===== config.mk =====
export PLATFORM = sky130hd
export DESIGN_NAME = bsg_upstream_link_ctrl_flat
export DESIGN_NICKNAME = d
export VERILOG_FILES = /design/src/rtl/bsg_upstream_link_ctrl_if.sv /design/src/rtl/bsg_upstream_link_ctrl.sv /design/src/flat_wrapper.sv
export SDC_FILE = /design/constraint.sdc
export NUM_CORES = 1
export LEC_CHECK = 0
export ABC_AREA = 1
export CORE_UTILIZATION = 25
export CTS_BUF_LIST = sky130_fd_sc_hd__clkbuf_8
export DETAILED_ROUTE_END_ITERATION = 16
export HOLD_SLACK_MARGIN = 0.15
export PLACE_DENSITY = 0.48
export RECOVER_POWER = 25
export SKIP_LAST_GASP = 1
export SYNTH_ARGS = -nofsm -noshare
export SYNTH_HDL_FRONTEND = slang
export SYNTH_SLANG_ARGS = --single-unit

===== constraint.sdc =====
create_clock -name clk -period 3.2 [get_ports clk]
set_input_delay 0.64 -clock clk [delete_from_list [all_inputs] [get_ports clk]]
set_output_delay 0.64 -clock clk [all_outputs]
set_load 0.03 [all_outputs]

===== src/rtl/bsg_upstream_link_ctrl_if.sv =====
// Core-side word handshake, credit-return token and serialized I/O beat outputs.
// master = core producer / pad side, slave = link controller.
interface bsg_upstream_link_ctrl_if #(
    parameter int CH_WIDTH   = 8,
    parameter int DATA_WIDTH = 64,
    parameter int CNT_W      = 7
);
    logic [DATA_WIDTH-1:0] core_data_in;
    logic                  core_valid_in;
    logic                  core_ready_out;
    logic                  io_token;
    logic                  io_valid_out;
    logic [CH_WIDTH-1:0]   io_data_out_ch0;
    logic [CH_WIDTH-1:0]   io_data_out_ch1;
    logic [CNT_W-1:0]      credit_avail;
    logic                  token_err;

    modport master (
        output core_data_in, core_valid_in, io_token,
        input  core_ready_out, io_valid_out, io_data_out_ch0, io_data_out_ch1,
               credit_avail, token_err
    );

    modport slave (
        input  core_data_in, core_valid_in, io_token,
        output core_ready_out, io_valid_out, io_data_out_ch0, io_data_out_ch1,
               credit_avail, token_err
    );
endinterface


===== src/rtl/bsg_upstream_link_ctrl.sv =====
// Credit-based upstream link sequencer: serializes 64-bit core words into 4 beats
// on two byte channels, gating acceptance on credits returned by io_token pulses.
module bsg_upstream_link_ctrl #(
    parameter int CREDIT_MAX    = 64,
    parameter int TOKEN_CREDITS = 8,
    parameter int CH_WIDTH      = 8,
    parameter int DATA_WIDTH    = 64
) (
    input  logic                     clk,
    input  logic                     rst,
    bsg_upstream_link_ctrl_if.slave  link
);
    localparam int CNT_W = 7;
    localparam int HALF  = DATA_WIDTH / 2;

    typedef enum logic {IDLE, SEND} state_e;

    state_e            state, state_n;
    logic [1:0]        beat, beat_n;
    logic [HALF-1:0]   data_cycle_0, data_cycle_1;
    logic [CNT_W-1:0]  sent_cnt, finish_cnt;
    logic [CNT_W-1:0]  outstanding;
    logic              has_credit;
    logic              ready;
    logic              accept;
    logic              token_err_q;
    logic [CH_WIDTH-1:0] ch0, ch1;

    // Mod-128 difference stays unambiguous because CREDIT_MAX <= 64.
    assign outstanding = sent_cnt - finish_cnt;
    assign has_credit  = outstanding < CNT_W'(CREDIT_MAX);
    assign ready       = has_credit && (state == IDLE || beat == 2'd3);
    assign accept      = link.core_valid_in && ready;

    always_ff @(posedge clk) begin
        if (rst) begin
            state <= IDLE;
            beat  <= 2'd0;
        end else begin
            state <= state_n;
            beat  <= beat_n;
        end
    end

    always_comb begin
        state_n = state;
        beat_n  = beat;
        case (state)
            IDLE: begin
                if (accept) begin
                    state_n = SEND;
                    beat_n  = 2'd0;
                end
            end
            SEND: begin
                if (beat == 2'd3) begin
                    beat_n  = 2'd0;
                    state_n = accept ? SEND : IDLE;
                end else begin
                    beat_n = beat + 2'd1;
                end
            end
            default: begin
                state_n = IDLE;
                beat_n  = 2'd0;
            end
        endcase
    end

    always_ff @(posedge clk) begin
        if (rst) begin
            data_cycle_0 <= '0;
            data_cycle_1 <= '0;
            sent_cnt     <= '0;
        end else if (accept) begin
            data_cycle_0 <= link.core_data_in[HALF-1:0];
            data_cycle_1 <= link.core_data_in[DATA_WIDTH-1:HALF];
            sent_cnt     <= sent_cnt + CNT_W'(1);
        end
    end

    // Token check uses the pre-accept count; an over-return clamps to fully credited.
    always_ff @(posedge clk) begin
        if (rst) begin
            finish_cnt  <= '0;
            token_err_q <= 1'b0;
        end else begin
            token_err_q <= 1'b0;
            if (link.io_token) begin
                if (outstanding >= CNT_W'(TOKEN_CREDITS)) begin
                    finish_cnt <= finish_cnt + CNT_W'(TOKEN_CREDITS);
                end else begin
                    finish_cnt  <= sent_cnt;
                    token_err_q <= 1'b1;
                end
            end
        end
    end

    always_comb begin
        ch0 = '0;
        ch1 = '0;
        if (state == SEND) begin
            case (beat)
                2'd0: begin ch0 = data_cycle_0[7:0];   ch1 = data_cycle_0[15:8];  end
                2'd1: begin ch0 = data_cycle_0[23:16]; ch1 = data_cycle_0[31:24]; end
                2'd2: begin ch0 = data_cycle_1[7:0];   ch1 = data_cycle_1[15:8];  end
                default: begin ch0 = data_cycle_1[23:16]; ch1 = data_cycle_1[31:24]; end
            endcase
        end
    end

    assign link.core_ready_out  = ready;
    assign link.io_valid_out    = (state == SEND);
    assign link.io_data_out_ch0 = ch0;
    assign link.io_data_out_ch1 = ch1;
    assign link.credit_avail    = CNT_W'(CREDIT_MAX) - outstanding;
    assign link.token_err       = token_err_q;
endmodule


===== src/flat_wrapper.sv =====
// flat-port wrapper written by rule: the top's interface ports become plain ports
module bsg_upstream_link_ctrl_flat 
#(
    parameter int CREDIT_MAX    = 64,
    parameter int TOKEN_CREDITS = 8,
    parameter int CH_WIDTH      = 8,
    parameter int DATA_WIDTH    = 64
)
  (clk, rst, link_core_data_in, link_core_valid_in, link_io_token, link_core_ready_out, link_io_valid_out, link_io_data_out_ch0, link_io_data_out_ch1, link_credit_avail, link_token_err);
  bsg_upstream_link_ctrl_if #(.CH_WIDTH(CH_WIDTH), .DATA_WIDTH(DATA_WIDTH)) link_i ();
  input  logic clk;
  input  logic rst;
  input wire logic [$bits(link_i.core_data_in)-1:0] link_core_data_in;
  input wire logic [$bits(link_i.core_valid_in)-1:0] link_core_valid_in;
  input wire logic [$bits(link_i.io_token)-1:0] link_io_token;
  output wire logic [$bits(link_i.core_ready_out)-1:0] link_core_ready_out;
  output wire logic [$bits(link_i.io_valid_out)-1:0] link_io_valid_out;
  output wire logic [$bits(link_i.io_data_out_ch0)-1:0] link_io_data_out_ch0;
  output wire logic [$bits(link_i.io_data_out_ch1)-1:0] link_io_data_out_ch1;
  output wire logic [$bits(link_i.credit_avail)-1:0] link_credit_avail;
  output wire logic [$bits(link_i.token_err)-1:0] link_token_err;
  assign link_i.core_data_in = link_core_data_in;
  assign link_i.core_valid_in = link_core_valid_in;
  assign link_i.io_token = link_io_token;
  assign link_core_ready_out = link_i.core_ready_out;
  assign link_io_valid_out = link_i.io_valid_out;
  assign link_io_data_out_ch0 = link_i.io_data_out_ch0;
  assign link_io_data_out_ch1 = link_i.io_data_out_ch1;
  assign link_credit_avail = link_i.credit_avail;
  assign link_token_err = link_i.token_err;
  bsg_upstream_link_ctrl #(.CREDIT_MAX(CREDIT_MAX), .TOKEN_CREDITS(TOKEN_CREDITS), .CH_WIDTH(CH_WIDTH), .DATA_WIDTH(DATA_WIDTH)) u_core (.clk(clk), .rst(rst), .link(link_i));
endmodule

==> summary.txt, run 1 <==
Yosys
  – Yosys cell types: 33
  – Mux contribution to synthesized area: 0%
  – Sequential area share after synthesis: 36.7%
  – Most frequent cells after synthesis: nand2_1 (130), dfxtp_1 (82), a21oi_1 (69)
  – Synth warn: 0
  – Avg Cell Area, Syn: just under 8 um^2
  – Synth Area in Adders: 4.09%
  – Synth Register Bits: 82
  – Post-synth top area cell: dfxtp_1
  – Top FF cell, synth: dfxtp_1
  – Syn Nets: 650
  – Async set or reset register ratio after synthesis: 0%
  – XOR/XNOR share of the synthesized area: 3.14%
  – Number of flops mapped to enable cells by yosys: 0
  – Share of the synthesized area in the top cell type: 36.7%
  – Post-synthesis cell count: 568
  – Post-synthesis simple-gate area fraction: 28.5%
  – Main area contributors after synthesis: dfxtp_1 (37%), nand2_1 (11%), a21oi_1 (7.7%), nand3_2 (7.4%), nand3_1 (5.7%)
  – Compound-Gate Fraction of Synth Area: 18.5%
  – Largest family of logic cells by synthesized area: simple AND/OR/NAND/NOR gates
  – Mapped cell area: around 4500 um^2
  – Most frequent cell after synthesis: nand2_1

Run
  – Max-Cap Viols: 0

Cells and area
  – Area growth from synthesis to layout: 29.3%
  – Layout Nets: just over 700
  – Layout cells sized above 1: 17.9%
  – FILL cells: 1,832
  – Antenna Cells: 0
  – Final Instance Count excl. Fillers: approximately 870

Die
  – Core Box Area: ~17,000 um^2
  – IO Count: 94
  – Die W: roughly 140 um
  – Row count: 48
  – Die Height: 136 um
  – Full die area: 18,400 um^2
  – Initial core utilization: roughly 26%

Worst hold path
  – Hold WC Path Type: reg2reg
  – Hold Crit Depth: 2

Global route
  – First-pass GRT wire length: 21,100 um
  – Met3 Use GR: 2.10%
  – Most Crowded Layer GR: met2
  – Grt ovf: 0
  – Met2 Use GR: 23.9%
  – Vias in the first global route: around 4,100
  – GRT met1 Usage: about a fifth
  – GRT Total Usage: 15.0%
  – Largest net degree at the start of global routing: 68
  – Initial antenna violation count: 0

Setup path
  – Worst Setup SP: u_core.sent_cnt[0]$_SDFFE_PP0P_
  – Worst r2r src: u_core.sent_cnt[0]$_SDFFE_PP0P_
  – Crit path max fanout: 3
  – Arrival @ worst endpoint: 2.52 ns
  – R2R depth: 16
  – CP Capture Type: primary output
  – Reg-to-reg slack, setup: 0.26 ns
  – RR Endpoint: u_core.data_cycle_0[31]$_SDFFE_PP0P_
  – Startpoint types: register
  – Type of the worst setup path: reg2out
  – Critical Path End: link_credit_avail[1]
  – Crit-path cells: inv_1 -> ha_1 -> inv_2 -> fa_2 -> inv_1 -> ha_2 -> clkdlybuf4s50_1
  – Max stage delay on crit path: 0.66 ns
  – Cell mode on critical path: inv_1
  – CP bufs+invs: 4
  – Cell family with most CP delay: adder cells
  – Slowest CP cell: clkdlybuf4s50_1
  – Critical path depth in cells: 7
  – Data required time of the worst path: 2.56 ns

Clock tree
  – Reg clk slew, reported paths: 0.09 ns
  – CTS Hold Bufs: 0
  – CTS buffer count: 9
  – CTS Sinks: 82
  – CTS tree: built
  – Root Buffer: clkbuf_8
  – Worst-case clock buffer depth: 2
  – H-Tree Depth: 3
  – Clock latency on the worst-skew pair: 0.37 ns

Drt
  – Number of DRC markers in iteration 0: about 290
  – Antenna-violating nets left: 0
  – Vias per cell: between 4 and 5
  – Routed vias: between 4,000 and 5,000
  – DRT Wirelength: 13,400 um
  – Mean routed wirelength per cell: between 15 and 20 um
  – # DRC: 0
  – 1st-pass router iterations: 5

Pwr
  – Peak supply drop: 1370 uV
  – Power Density: 968 nW/um^2
  – Total power: 5.59 mW
  – Leak pwr: 2.03 nW

STA
  – Worst Skew: 0.0136 ns
  – Fin crit share: 98.6%
  – Max-slew headroom: 60.7%
  – Slew Viols, Final: 0
  – Max Clock Freq: ~320 MHz
  – Worst-margin pin slew: 0.588 ns
  – Final setup fails: 0
  – Final Hold Fails: 0
  – Minimum clock period: 3.16 ns
  – RSZ-0062 raised after global routing: yes
  – Final worst setup slack: 0.0445 ns

Placement
  – GPL Wtd Cong: roughly 0.82
  – Post-place setup slack: 0.231 ns
  – Dpl cells: 852
  – Port Buffer Count: 93
  – Post-DP HPWL: 9680 um

Outcome
  – Outcome: completed
layer usage:
layer / wire length (um) / share of wire (%)
met1: 6510 / 48
met2: 6260 / 47
met3: 430 / 3.2
met4: 240 / 1.8
met5: 0 / 0
cells in the final DEF (no fill, tap or decap), types with 2 or more instances in the layout:
master and instances:
o21ai_1 5, a31oi_1 16, xnor2_2 2, clkinvlp_4 3, clkbuf_8 9, inv_6 2, a21oi_2 29, ha_1 12
buf_12 7, nand3_2 33, clkdlybuf4s50_1 82, nand4_1 8, xnor2_1 3, xor2_1 6, inv_1 33, nand3_1 51
nor2_1 11, nand2_2 5, o21ai_0 17, buf_2 2, nor2_4 2, nand2_1 130, dlygate4sd3_1 3, inv_2 3
buf_4 8, a21oi_1 69, dlygate4sd2_1 2, dfxtp_1 81
logic make-up (layout without fill, tap and decap cells):
logic type,count (synthesis),in the layout
DFF,82,82
and+or+nand+nor,245,245
AOI/OAI and AO/OA,137,137
xor gates and xnor gates,13,13
buffers and inverters,77,156
adders and majority gates,14,14
tightest hold or removal path, delay by kind of cell, from the launching register on:
family             cells  cell delay (ns)
AOI/OAI and AO/OA      1             0.05
DFF                    1             0.31
and+or+nand+nor        1             0.06
state kept, by name, summed over array words and instances (netlist names):
name	count
u_core.sent_cnt	7
u_core.data_cycle_1	32
u_core.link.token_err	1
u_core.beat	2
u_core.finish_cnt	7
u_core.link.io_valid_out	1
u_core.data_cycle_0	32
final cells by class:
class                           count  area [um^2]  area share (%)
Clock buffer                        9          124            2.14
Clock inverter                      7         70.1            1.21
Inverter                           35          135            2.34
Multi-Input combinational cell    409         2430            42.1
Sequential cell                    82         1640            28.4
Tap cell                          225          282            4.87
Timing Repair Buffer              105         1090            18.9
metrics by stage:
stage               setup TNS [ns]  util, %  hold WS (ns)  cell area [um^2]
CTS                              0     33.2         0.468              5760
floorplan                        0        -         0.440              4470
global placement                 0     31.9         0.451              5540
detailed placement               0     31.9         0.454              5540
finish                           0     33.3         0.469              5780
global route                -0.126     33.3         0.482              5780
power by group:
group	leakage [nW]	internal, mW	switching, mW	total (mW)
clock network	0.0989	0.361	0.407	0.768
logic	1.27	1.32	2.03	3.36
registers	0.670	1.29	0.179	1.47
total	2.03	2.97	2.62	5.59
worst min path at each step:
stage | startpoint | end | slack (ns)
after floorplan | u_core.data_cycle_1[21]$_SDFFE_PP0P_ | u_core.data_cycle_1[21]$_SDFFE_PP0P_ | 0.44
after global placement | u_core.data_cycle_1[16]$_SDFFE_PP0P_ | u_core.data_cycle_1[16]$_SDFFE_PP0P_ | 0.45
after detailed placement | u_core.data_cycle_1[16]$_SDFFE_PP0P_ | u_core.data_cycle_1[16]$_SDFFE_PP0P_ | 0.45
after CTS | u_core.data_cycle_1[16]$_SDFFE_PP0P_ | u_core.data_cycle_1[16]$_SDFFE_PP0P_ | 0.47
after global routing | u_core.data_cycle_1[16]$_SDFFE_PP0P_ | u_core.data_cycle_1[16]$_SDFFE_PP0P_ | 0.48
final | u_core.data_cycle_0[7]$_SDFFE_PP0P_ | u_core.data_cycle_0[7]$_SDFFE_PP0P_ | 0.47
timing repair:
action,4_1_cts,5_1_grt
pin swaps,2,3
gates resized for setup,6,11
endpoints found under the setup margin,5,17
buffers inserted,3,1
(Power assumes the default switching activity.)
==> run 2, diff against run 1 <==
- GPL_ROUTABILITY_DRIVEN: unset -> 0
==> results of run 2 <==
The final DEF is identical to that of run 1; final timing and power are the same.
